`src/rtl/hdl_1_dataflow.sv`:
```
// hdl_1_dataflow: fixed 4-input Boolean function F(W,X,Y,Z) = sum m(0,1,8,9,10,11,12,14,15).
// The module provides three results:
//   - a combinational result f;
//   - a registered, valid-qualified copy (f_q / out_valid);
//   - a saturating count of accepted samples with F=1.
// Optional feature macro: SELF_CHECK_EN. When defined, f is cross-checked
// against a 16-entry truth-table constant on every accepted sample, and any
// disagreement raises the sticky chk_err flag.
module hdl_1_dataflow #(
    parameter int HIT_W = 8
) (
    input  logic             clk,
    input  logic             rst_n,
    input  logic             in_valid,
    input  logic             w,
    input  logic             x,
    input  logic             y,
    input  logic             z,
    output logic             f,
    output logic             f_q,
    output logic             out_valid,
    output logic [HIT_W-1:0] hit_cnt,
    output logic             chk_err
);

    localparam logic [HIT_W-1:0] CNT_MAX = {HIT_W{1'b1}};

    logic             f_reg_q;
    logic             f_reg_d;
    logic             vld_q;
    logic             vld_d;
    logic [HIT_W-1:0] cnt_q;
    logic [HIT_W-1:0] cnt_d;

    // Minimised sum-of-products form of the minterm list; no clock or reset involvement
    assign f = (~x & ~y) | (w & (~x | y | ~z));

    // Next-state: capture f and bump the saturating hit counter on accepted samples
    always_comb begin
        f_reg_d = f_reg_q;
        cnt_d   = cnt_q;
        vld_d   = in_valid;
        if (in_valid) begin
            f_reg_d = f;
            if (f && (cnt_q != CNT_MAX)) begin
                cnt_d = cnt_q + {{(HIT_W-1){1'b0}}, 1'b1};
            end
        end
    end

    // State registers; reset clears everything at once, dropping any in-flight sample
    always_ff @(posedge clk or negedge rst_n) begin
        if (!rst_n) begin
            f_reg_q <= 1'b0;
            vld_q   <= 1'b0;
            cnt_q   <= '0;
        end else begin
            f_reg_q <= f_reg_d;
            vld_q   <= vld_d;
            cnt_q   <= cnt_d;
        end
    end

    assign f_q       = f_reg_q;
    assign out_valid = vld_q;
    assign hit_cnt   = cnt_q;

`ifdef SELF_CHECK_EN
    // Bit i of the constant is F(i), indexed by {w,x,y,z}
    localparam logic [15:0] F_LUT = 16'hDF03;

    logic       err_q;
    logic       err_d;
    logic       lut_bit;
    logic [3:0] lut_idx;

    assign lut_idx = {w, x, y, z};
    assign lut_bit = F_LUT[lut_idx];

    // Sticky flag: any accepted sample where the equation disagrees with the table
    always_comb begin
        err_d = err_q;
        if (in_valid && (lut_bit != f)) begin
            err_d = 1'b1;
        end
    end

    // Error flag register; only reset can clear it
    always_ff @(posedge clk or negedge rst_n) begin
        if (!rst_n) begin
            err_q <= 1'b0;
        end else begin
            err_q <= err_d;
        end
    end

    assign chk_err = err_q;
`else
    assign chk_err = 1'b0;
`endif

endmodule

```
`config.mk`:
```
export PLATFORM = sky130hd
export DESIGN_NAME = hdl_1_dataflow
export DESIGN_NICKNAME = d
export VERILOG_FILES = /design/src/rtl/hdl_1_dataflow.sv
export SDC_FILE = /design/constraint.sdc
export NUM_CORES = 1
export LEC_CHECK = 0
export CORE_AREA = 2 2 39 41
export CTS_CLUSTER_DIAMETER = 100
export DETAILED_ROUTE_END_ITERATION = 8
export DIE_AREA = 0 0 41 43
export GPL_TIMING_DRIVEN = 0
export PLACE_DENSITY = 0.7
export RECOVER_POWER = 100
export SLEW_MARGIN = 40
export SYNTH_ARGS = -nofsm -noshare
export SYNTH_HDL_FRONTEND = slang
export SYNTH_SLANG_ARGS = --single-unit
export TNS_END_PERCENT = 10
```
`constraint.sdc`:
```
create_clock -name clk -period 2.8 [get_ports clk]
set_input_delay 0.56 -clock clk [delete_from_list [all_inputs] [get_ports clk]]
set_output_delay 0.56 -clock clk [all_outputs]
set_load 0.02 [all_outputs]
```
* After elaboration in Yosys (flattened, before gate mapping)
Cells that the tools add are included.
** Storage, ports and cells
- Output and inout bits :: 12
- Word-level logic and storage cells :: 15
- Register bits :: 10
- Bits of input ports :: 7
** Cells by class
- Eq/ne operators :: 1
- Reduce and logical (&&, ||, !) cells :: 2
- Add/sub/neg operators :: 1
- Bitwise operators :: 8
** Operators with widths (count)
- adder 8 x 1 -> 8 bit, second input constant :: 1
- inequality test 8 bit, second input constant :: 1
- NOT 1 bit :: 3
- bitwise OR 1 bit :: 3
- AND 1 bit :: 2
- AND reduction 2 bit :: 1
- logical AND 1 bit :: 1

* Logic depth before layout (Yosys ltp)
- Word-level depth :: 7
- Gate-level depth with buffers :: 5
- Depth with buffers taken out :: 5

* Least setup slack after synthesis
OpenSTA, ideal clock, no wires.
- Path kind :: in2out
- Start point :: input x
- End point :: output f
- Arrival time :: 1.046 ns
- Stages :: 1
- Buffers on the path :: 0
- Slack :: 1.194 ns
- Data required time :: 2.240 ns
- Cell sequence :: o21ai_0
** Between the ends
- Cells in the longest elaborated chain, start to end :: 5
- Elaborated cells on any way between the ends :: 6
- Those cells by class :: 6 x bitwise
** Ends and longest elaborated chain
- from (decl) :: line 16 : input logic x,
- NOT 1 bit (*) :: line 36 : assign f = (~x & ~y) | (w & (~x | y | ~z));
- bitwise OR 1 bit (2 in series) :: line 36
- AND 1 bit :: line 36
- bitwise OR 1 bit (*) :: line 36
- to (decl) :: line 19 : output logic f,
Every way passes the cells marked *; elsewhere a longest branch is shown, timed or not.

* Worst setup path in the final report
- Start point :: input y
- End point :: output f
** Between the ends
- Cells in the longest elaborated chain, start to end :: 4
- Elaborated cells on any way between the ends :: 6
- Those cells by class :: 6 x bitwise
** Ends and longest elaborated chain
- from (decl) :: line 17 : input logic y,
- bitwise OR 1 bit (2 in series) :: line 36
- AND 1 bit :: line 36
- bitwise OR 1 bit (*) :: line 36
Marks and branches as above.

==> results_dict.tcl <==
set metrics [dict create \
    pwr-share-comb_pct 43.5 \
    final_nets 80 \
    synth.distinct_cells 21 \
    critPathTopFamily "buffers and inverters" \
    gp_congestion 0.721 \
    path_buf_inv 2 \
    antenna_found_initial 0 \
    cpMaxStageDelayCell "dlygate4sd3_1" \
    pwr-share-clk_pct 15.0 \
    startpoint_type "input pin" \
    dieWidth_um 41 \
    swShare_pct 40.0 \
    ir_drop_v 0.000413 \
    setup-tns-final_ns 0 \
    cts-root-buf "clkbuf_4" \
    cts_resized 0 \
    ys_seq_area_share_pct 47.5 \
    maxCapViolCount 0 \
    final_area_um2 714 \
    synth_nets 58 \
    synth_area_um2 527 \
    finalWirelength_um 932 \
    clk_pin_slew_ns 0.06 \
    area_growth_pct 35.6 \
    ant_nets 0 \
    row_count 14 \
    dieArea_um2 1760 \
    hold_violations 0 \
    rsz0062_at_grt "false" \
    holdWs_ns 0.515 \
    cts_hold_buf 0 \
    crit_fanout 3 \
    post_cts_buffers 0 \
    worstMarginPinSlew_ns 0.791 \
    critical_path.max_stage_delay_ns 0.69 \
    fp.coreArea_um2 1380 \
    grt_pass1_wl_um 1630 \
    grt_start_max_net_pins 11 \
    synthCells 50 \
    detail_route.wl_per_cell_um 10.8 \
    die_y_um 43 \
    clock_latency_ns 0.26 \
    cp-end-kind "output pin" \
    p_sw_w 0.000247 \
    final_cell_mix "dlygate4sd3_1 (13), dfrtp_1 (10), nor3_1 (5)" \
    numCtsBuffers 3 \
    hold_path_depth 2 \
    finalSetupViolations 0 \
    clock_skew_ns 0.00277 \
    synth_area_per_cell_um2 10.5 \
    slew-limit-headroom_pct 47.0 \
    seqPwrFrac_pct 41.5 \
    finalCritPeriodShare_pct 91.0 \
    yosys_warnings 0 \
    drive_gt1_share_pct 8.57 \
    path_depth 5 \
    min_period_ns 2.55 \
    vias 447 \
    drc 0 \
    grt_overflow_total 0 \
    grt_pass1_vias 402 \
    fmax_mhz 392 \
    arrival_ns 1.99 \
    powerDensity_nw_per_um2 866 \
    htree_levels 1 \
    placed_cell_area_um2 717 \
    clockBufferDepth 2 \
    firstDrtPassIters 4 \
    finalMaxSlewViolations 0 \
    hpwlAfterDp_um 722 \
    place.port_buffers 17 \
    cp_cell_sequence "clkdlybuf4s50_1 -> nand2b_4 -> nand2_1 -> o21ai_0 -> dlygate4sd3_1" \
    reg2regPathDepth 5 \
    via_per_inst 5.20 \
    crit_type "input pin to output pin" \
    ys_ff_latch 10 \
    start_util_pct 38.1 \
    drtIter0Drc 1 \
    antenna_cells 0 \
    io_pins 19 \
    p_int_w 0.000372 \
    final_common_cell "dlygate4sd3_1" \
    required_ns 2.24 \
    cts_tree "yes" \
    clock_sinks 10 \
    grt_usage_pct 13.7 \
    cellLeakagePower_nw 0.306 \
    hold_path_class "flop to flop" \
    status "complete, no violations" \
]
==> state kept, by name, summed over array words and instances (netlist names) <==
register	flops
f_q	1
hit_cnt	8
out_valid	1
==> power by group through the flow <==
stage / sequential (W) / clock [W] / combinational (W)
global placement: 0.000260 / 0 / 0.000291
global route: 0.000268 / 0.000103 / 0.000298
finish: 0.000257 / 0.0000929 / 0.000269
CTS: 0.000259 / 0.0000956 / 0.000296
floorplan: 0.000313 / 0 / 0.000100
detailed placement: 0.000262 / 0 / 0.000295
==> worst reg2reg max path: stages (launching register included) <==
cell     delay [ns]
dfrtp_1        0.40
ha_1           0.23
nand3_1        0.11
nor2_1         0.19
nor2_2         0.07
mux2_1         0.34
==> logic make-up after synthesis <==
kind of cell,after synthesis,share of synthesized area [%]
AO/OA/AOI/OAI,6,9.98
XOR/XNOR,3,4.99
adder cells (fa/ha/maj),1,2.37
buffers and inverters,5,4.28
flip-flops,10,47.5
multiplexers,4,8.31
other,1,0.712
AND/OR/NAND/NOR,20,21.9
==> cell usage after synthesis (all sizes together) <==
cell | instances | area share [%]
o21bai | 1 | 1.4
a31oi | 1 | 4.0
o21ai | 3 | 2.8
nand2b | 1 | 2.6
o31a | 1 | 1.7
mux2 | 3 | 6.4
buf | 1 | 1.4
nor3 | 5 | 5.7
inv | 4 | 2.8
dfrtp | 10 | 48
nand4 | 1 | 1.2
conb | 1 | 0.71
nor3b | 1 | 2.4
nand3 | 4 | 3.8
nand2 | 4 | 2.8
mux2i | 1 | 1.9
nor2 | 4 | 3.3
ha | 1 | 2.4
xor2 | 3 | 5.0
==> routing by layer <==
metal  GRT usage (%)  wire, um  vias to the layer above
li1                -         -                      213
met3            3.14        83                        5
met4            10.0        32                        0
met2            19.1       412                       19
met5               0         0                        -
met1            17.7       404                      210
==> layout make-up <==
class | instances | area, um2
timing repair buffer | 17 | 170
sequential | 10 | 250
tap | 16 | 20.0
multi-input combinational | 35 | 229
inverter | 4 | 15.0
fill | 143 | 669
clock buffer | 3 | 22.5
buffer | 1 | 7.51
==> per-stage QoR <==
stage	power (W)	cells	utilization, %	setup slack, ns
finish	0.000619	86	51.6	0.252
global route	0.000669	86	51.6	0.164
CTS	0.000651	86	53.4	0.248
detailed placement	0.000558	83	51.8	0.255
global placement	0.000551	83	51.8	0.274
floorplan	0.000413	50	-	1.19
==> worst paths after layout <==
kind	startpoint	to	slack [ns]
setup / recovery	y	f	0.25
hold / removal	f_q	f_q	0.52
setup reg to reg	hit_cnt[0]	hit_cnt[1]	1.35
hold reg to reg	f_q	f_q	0.52
max in group asynchronous	rst_n	hit_cnt[4]	1.81
min in group asynchronous	rst_n	hit_cnt[6]	0.68
Power figures use the tool's default switching activity.
